--- src/rtl/rv523_clk_pkg.sv ---
// Shared types and limits for the two-phase clock generator: FSM state enum,
// dwell-length limits and the 4-bit dwell counter width.
package rv523_clk_pkg;

  localparam int CYC_MIN = 1;
  localparam int CYC_MAX = 15;
  localparam int CNT_W   = 4;

  typedef enum logic [2:0] {
    IDLE  = 3'd0,
    DEAD1 = 3'd1,
    PH1   = 3'd2,
    DEAD2 = 3'd3,
    PH2   = 3'd4
  } phaseState_e;

  // A state that lasts N cycles is entered with N-1 and left when the count is zero.
  function automatic logic [CNT_W-1:0] dwellLoad(input int cyc);
    return CNT_W'(cyc - 1);
  endfunction

endpackage

--- src/rtl/dwell_counter.sv ---
// Dwell counter: loads on state entry, counts down to zero and holds there.
module dwell_counter
  import rv523_clk_pkg::*;
(
  input  logic             clk,
  input  logic             rst,
  input  logic             load,
  input  logic             dec,
  input  logic [CNT_W-1:0] loadVal,
  output logic [CNT_W-1:0] count,
  output logic             zero
);

  always_ff @(posedge clk) begin
    if (rst) begin
      count <= '0;
    end else if (load) begin
      count <= loadVal;
    end else if (dec && (count != '0)) begin
      count <= count - 1'b1;
    end
  end

  assign zero = (count == '0);

endmodule

--- src/rtl/two_phase_clkgen.sv ---
// Non-overlapping two-phase latch-enable generator: DEAD1 -> PH1 -> DEAD2 -> PH2.
// Define TWO_PHASE_CLKGEN_STEP_EN to let a STEP pulse in IDLE run one full cycle.
module two_phase_clkgen
  import rv523_clk_pkg::*;
#(
  parameter int DEAD_CYC = 1,
  parameter int PH_CYC   = 2
) (
  input  logic             CLK,
  input  logic             RST,
  input  logic             RUN,
  input  logic             STEP,
  output logic             PHI1,
  output logic             nPHI1,
  output logic             PHI2,
  output logic             nPHI2,
  output logic             BUSY,
  output logic             DONE,
  output logic [2:0]       dbgState,
  output logic [CNT_W-1:0] dbgCount
);

  if ((DEAD_CYC < CYC_MIN) || (DEAD_CYC > CYC_MAX)) begin : gBadDeadCyc
    $error("two_phase_clkgen: DEAD_CYC must be in 1..15");
  end
  if ((PH_CYC < CYC_MIN) || (PH_CYC > CYC_MAX)) begin : gBadPhCyc
    $error("two_phase_clkgen: PH_CYC must be in 1..15");
  end

  localparam logic [CNT_W-1:0] DEAD_LOAD = dwellLoad(DEAD_CYC);
  localparam logic [CNT_W-1:0] PH_LOAD   = dwellLoad(PH_CYC);

  phaseState_e      state;
  phaseState_e      stateNext;
  logic             cntLoad;
  logic             cntDec;
  logic [CNT_W-1:0] cntLoadVal;
  logic [CNT_W-1:0] cntValue;
  logic             cntZero;
  logic             doneNext;
  logic             startReq;

  // RUN is a level sampled in IDLE and at the end of PH2; STEP is a one-cycle
  // request honoured only in IDLE, never queued while a cycle is in flight.
`ifdef TWO_PHASE_CLKGEN_STEP_EN
  assign startReq = RUN | STEP;
`else
  logic unusedStep;
  assign unusedStep = STEP;
  assign startReq   = RUN;
`endif

  dwell_counter uDwell (
    .clk     (CLK),
    .rst     (RST),
    .load    (cntLoad),
    .dec     (cntDec),
    .loadVal (cntLoadVal),
    .count   (cntValue),
    .zero    (cntZero)
  );

  always_comb begin
    stateNext  = state;
    cntLoad    = 1'b0;
    cntDec     = 1'b0;
    cntLoadVal = '0;
    doneNext   = 1'b0;
    case (state)
      IDLE: begin
        if (startReq) begin
          stateNext  = DEAD1;
          cntLoad    = 1'b1;
          cntLoadVal = DEAD_LOAD;
        end
      end
      DEAD1: begin
        if (cntZero) begin
          stateNext  = PH1;
          cntLoad    = 1'b1;
          cntLoadVal = PH_LOAD;
        end else begin
          cntDec = 1'b1;
        end
      end
      PH1: begin
        if (cntZero) begin
          stateNext  = DEAD2;
          cntLoad    = 1'b1;
          cntLoadVal = DEAD_LOAD;
        end else begin
          cntDec = 1'b1;
        end
      end
      DEAD2: begin
        if (cntZero) begin
          stateNext  = PH2;
          cntLoad    = 1'b1;
          cntLoadVal = PH_LOAD;
        end else begin
          cntDec = 1'b1;
        end
      end
      PH2: begin
        if (cntZero) begin
          doneNext = 1'b1;
          cntLoad  = 1'b1;
          if (RUN) begin
            stateNext  = DEAD1;
            cntLoadVal = DEAD_LOAD;
          end else begin
            stateNext  = IDLE;
            cntLoadVal = '0;
          end
        end else begin
          cntDec = 1'b1;
        end
      end
      default: begin
        stateNext = IDLE;
        cntLoad   = 1'b1;
      end
    endcase
  end

  // Outputs are decoded from the next state so they line up with the state register.
  always_ff @(posedge CLK) begin
    if (RST) begin
      state <= IDLE;
      PHI1  <= 1'b0;
      nPHI1 <= 1'b1;
      PHI2  <= 1'b0;
      nPHI2 <= 1'b1;
      BUSY  <= 1'b0;
      DONE  <= 1'b0;
    end else begin
      state <= stateNext;
      PHI1  <= (stateNext == PH1);
      nPHI1 <= (stateNext != PH1);
      PHI2  <= (stateNext == PH2);
      nPHI2 <= (stateNext != PH2);
      BUSY  <= (stateNext != IDLE);
      DONE  <= doneNext;
    end
  end

  assign dbgState = state;
  assign dbgCount = cntValue;

endmodule

--- config.mk ---
export PLATFORM = sky130hd
export DESIGN_NAME = two_phase_clkgen
export DESIGN_NICKNAME = d
export VERILOG_FILES = /design/src/rtl/rv523_clk_pkg.sv /design/src/rtl/dwell_counter.sv /design/src/rtl/two_phase_clkgen.sv
export SDC_FILE = /design/constraint.sdc
export NUM_CORES = 1
export LEC_CHECK = 0
export ABC_AREA = 1
export BUFFER_PORTS_ARGS = -buffer_cell sky130_fd_sc_hd__buf_2
export CORE_ASPECT_RATIO = 1.1
export CORE_MARGIN = 3
export CORE_UTILIZATION = 40
export CTS_BUF_LIST = sky130_fd_sc_hd__clkbuf_2
export CTS_CLUSTER_DIAMETER = 60
export DETAILED_ROUTE_END_ITERATION = 12
export PLACE_DENSITY_LB_ADDON = 0.08
export SLEW_MARGIN = 15
export SYNTH_ARGS = -nofsm -noshare
export SYNTH_HDL_FRONTEND = slang
export SYNTH_SLANG_ARGS = --single-unit
--- constraint.sdc ---
create_clock -name CLK -period 1.23 [get_ports CLK]
set_input_delay 0.246 -clock CLK [delete_from_list [all_inputs] [get_ports CLK]]
set_output_delay 0.246 -clock CLK [all_outputs]
set_load 0.01 [all_outputs]
==> flow_summary.ini <==
[flow_run]
cap_violations = 0

[synth]
netlist.area_leader.share_pct = 42.2
synth-warning-count = 0
postSynth.asyncResetShare_pct = 0
synth_commonest_cells = sky130_fd_sc_hd__nand2_1, sky130_fd_sc_hd__dfxtp_1, sky130_fd_sc_hd__inv_1
post_synth_edffs = 0
ys.flop_type = sky130_fd_sc_hd__dfxtp_1
netlist_instances = 84
synthTopCellsByArea = sky130_fd_sc_hd__dfxtp_1, sky130_fd_sc_hd__nand2_1, sky130_fd_sc_hd__inv_1
mappedNetlistArea_um2 = 617
synthDistinctLibCells = 15
syn_nets = 90
post-synth-top-area-cell = sky130_fd_sc_hd__dfxtp_1
synth_sequential_area_ratio_pct = 42.2
synth_seq_cells = 13
yosysMostFrequentCell = sky130_fd_sc_hd__nand2_1
syn-mean-instance-area_um2 = 7.34

[timing]
layout_worst_path_cycle_share_pct = 105
fin_skew_ns = 0.0173
maxClockFrequency_mhz = 773
final_max_slew_violation_count = 0
maxSlewHeadroom_pct = 86.1
final_hold_viol_count = 0
unrepaired_setup_endpoints_after_global_routing = true
fin_ws_ns = -0.0636
whs_ns = 0.185
worst-slew-pin-transition_ns = 0.208
finalSetupViolations = 5
final_period_minus_worst_setup_slack_ns = 1.29
totalNegativeSetupSlack_ns = -0.197

[clock_tree]
tritoncts = yes
cts_buffers = 3
clk_latency_ns = 0.27
cts_root_buf = sky130_fd_sc_hd__clkbuf_2
clock_path_buffers = 2
clk_slew_on_worst_s_h_paths_ns = 0.14
clock_tree.htree_level_count = 1
cts_sinks = 13

[floorplan]
core_region_um2 = 1400
die_w_um = 43.4
core.rowCount = 14
ioPinCount = 17
fp.dieH_um = 47.2
dieArea_um2 = 2050
initial_utilization_pct = 44.0

[place]
detailedPlacementHpwl_um = 965
place.port_buffers = 15
finalWeightedCongestion = 0.729
placed_area_um2 = 785
place_inst = 122
dp_worst_setup_slack_ns = -0.0399

[pwr]
power_frac_clock_pct = 9.7
max-vdd-ir-drop_uv = 1400
power_leakage_nw = 0.468
internal_power_mw = 1.25
pwr_density_cell_nw_per_um2 = 2660
totalPowerFinal_mw = 2.29
swShare_pct = 45.4
power.sequential.fraction_pct = 29.5
p_switching_mw = 1.04
pwr-share-comb_pct = 60.8

[min_path]
hp-class = in -> reg

[global_route]
groute.usage.overall_pct = 13.0
first_global_vias = 469
grt_start_max_net_pins = 8
grt_overflow_total = 0
number_of_antenna_violations_at_the_first_check_in_global_routing = 0
global_route_wire_length_before_repair_mm = 1.96

[setup_path]
cp_max_fo = 6
cp_data_required_time_ns = 1.44
setup_crit_start_kind = register
worstSetupPathType = reg -> reg
cp_data_arrival_time_ns = 1.50
worstSetupEndpointType = register

[final_layout]
num-nets-final = 118
diodes = 0
drive_above_1_share_pct = 52.3
finalCoreUtilization_pct = 61.5
area.growth.synth_to_final_pct = 39.8
layout.cells.non_filler = 127
postLayoutCellArea_um2 = 862

[status]
outcome = finished with violations
violations_in_the_final_reports = negative setup slack

[routing]
antenna_violating_nets_post_route = 0
drt_drc_violations_left = 0
wl_per_cell_um = 10.2
initial_drt_markers = 6
detail_route.vias_per_cell = 4.60
route.vias.total = 584
totalWireLength_mm = 1.30
detailedRoute.firstPassIterationCount = 4
## per-layer routing
layer	up-vias	global-route usage (%)	routed length [um]
met5	-	0	0
met4	0	7.23	14
met3	2	2.30	45
met2	8	19.2	598
met1	260	18.0	638
li1	314	-	-
## cells by family (layout without fill, tap and decap cells)
family                     count (synthesis)  count (layout)  synth area share [%]
adders and majority gates                  2               2                  4.06
AOI/OAI and AO/OA                          4               4                  3.45
buffers and inverters                     15              42                  9.13
and+or+nand+nor                           48              48                  38.3
xor gates and xnor gates                   2               2                  2.84
DFF                                       13              13                  42.2
## worst max-delay path: stages (launching register included)
cell                      delay [ns]
sky130_fd_sc_hd__dfxtp_2        0.35
sky130_fd_sc_hd__inv_2          0.07
sky130_fd_sc_hd__ha_4           0.16
sky130_fd_sc_hd__nand2_4        0.05
sky130_fd_sc_hd__nor2_4         0.16
sky130_fd_sc_hd__nor2_1         0.07
sky130_fd_sc_hd__nor2_1         0.08
sky130_fd_sc_hd__nand2_1        0.07
sky130_fd_sc_hd__nand2_2        0.10
sky130_fd_sc_hd__nand2_2        0.07
sky130_fd_sc_hd__nand2_1        0.06
## path summary, 6_finish.rpt
check / slack [ns] / end / cells past startpoint / from
worst min register to register: 0.54 / DONE / 2 / dbgState[2]
worst max register to register: -0.06 / BUSY / 10 / uDwell.count[1]
worst min-delay path: 0.19 / uDwell.count[1] / 2 / RST
worst max-delay path: -0.06 / BUSY / 10 / uDwell.count[1]
## sequential cells by signal (all words and copies together), names as in the netlist
name and flops:
PHI1 1, uDwell.count 4, DONE 1, nPHI2 1, dbgState 3, PHI2 1
BUSY 1, nPHI1 1
## layout make-up
| type | instances | area, um2 |
|---|---|---|
| Tap cell | 16 | 20.0 |
| Multi-Input combinational cell | 56 | 362 |
| Fill cell | 138 | 539 |
| Inverter | 15 | 56.3 |
| Sequential cell | 13 | 269 |
| Timing Repair Buffer | 23 | 135 |
| Clock buffer | 4 | 20.0 |
## cells in the final DEF, fill, tap and decap left out, types with 6 or more instances in the layout
cell type / instances
sky130_fd_sc_hd__nand2_2: 6
sky130_fd_sc_hd__nor2_1: 7
sky130_fd_sc_hd__buf_4: 8
sky130_fd_sc_hd__inv_2: 7
sky130_fd_sc_hd__buf_2: 15
sky130_fd_sc_hd__dfxtp_1: 8
sky130_fd_sc_hd__inv_1: 8
sky130_fd_sc_hd__nand2_1: 16
## power groups by stage
| stage | clock, mW | sequential, mW | combinational [mW] |
|---|---|---|---|
| 2_1_floorplan | 0 | 0.728 | 0.774 |
| 3_3_place_gp | 0 | 0.662 | 1.22 |
| 3_5_place_dp | 0 | 0.665 | 1.24 |
| 4_1_cts | 0.241 | 0.657 | 1.29 |
| 5_1_grt | 0.247 | 0.698 | 1.55 |
| 6_report | 0.223 | 0.676 | 1.39 |
## what timing repair did
item	CTS	global route
buffers inserted	0	1
hold buffers	0	0
gates resized for setup	5	10
endpoints found under the setup margin	6	14
pin swaps	3	2
Note: power is estimated with default switching activity, not from simulation.
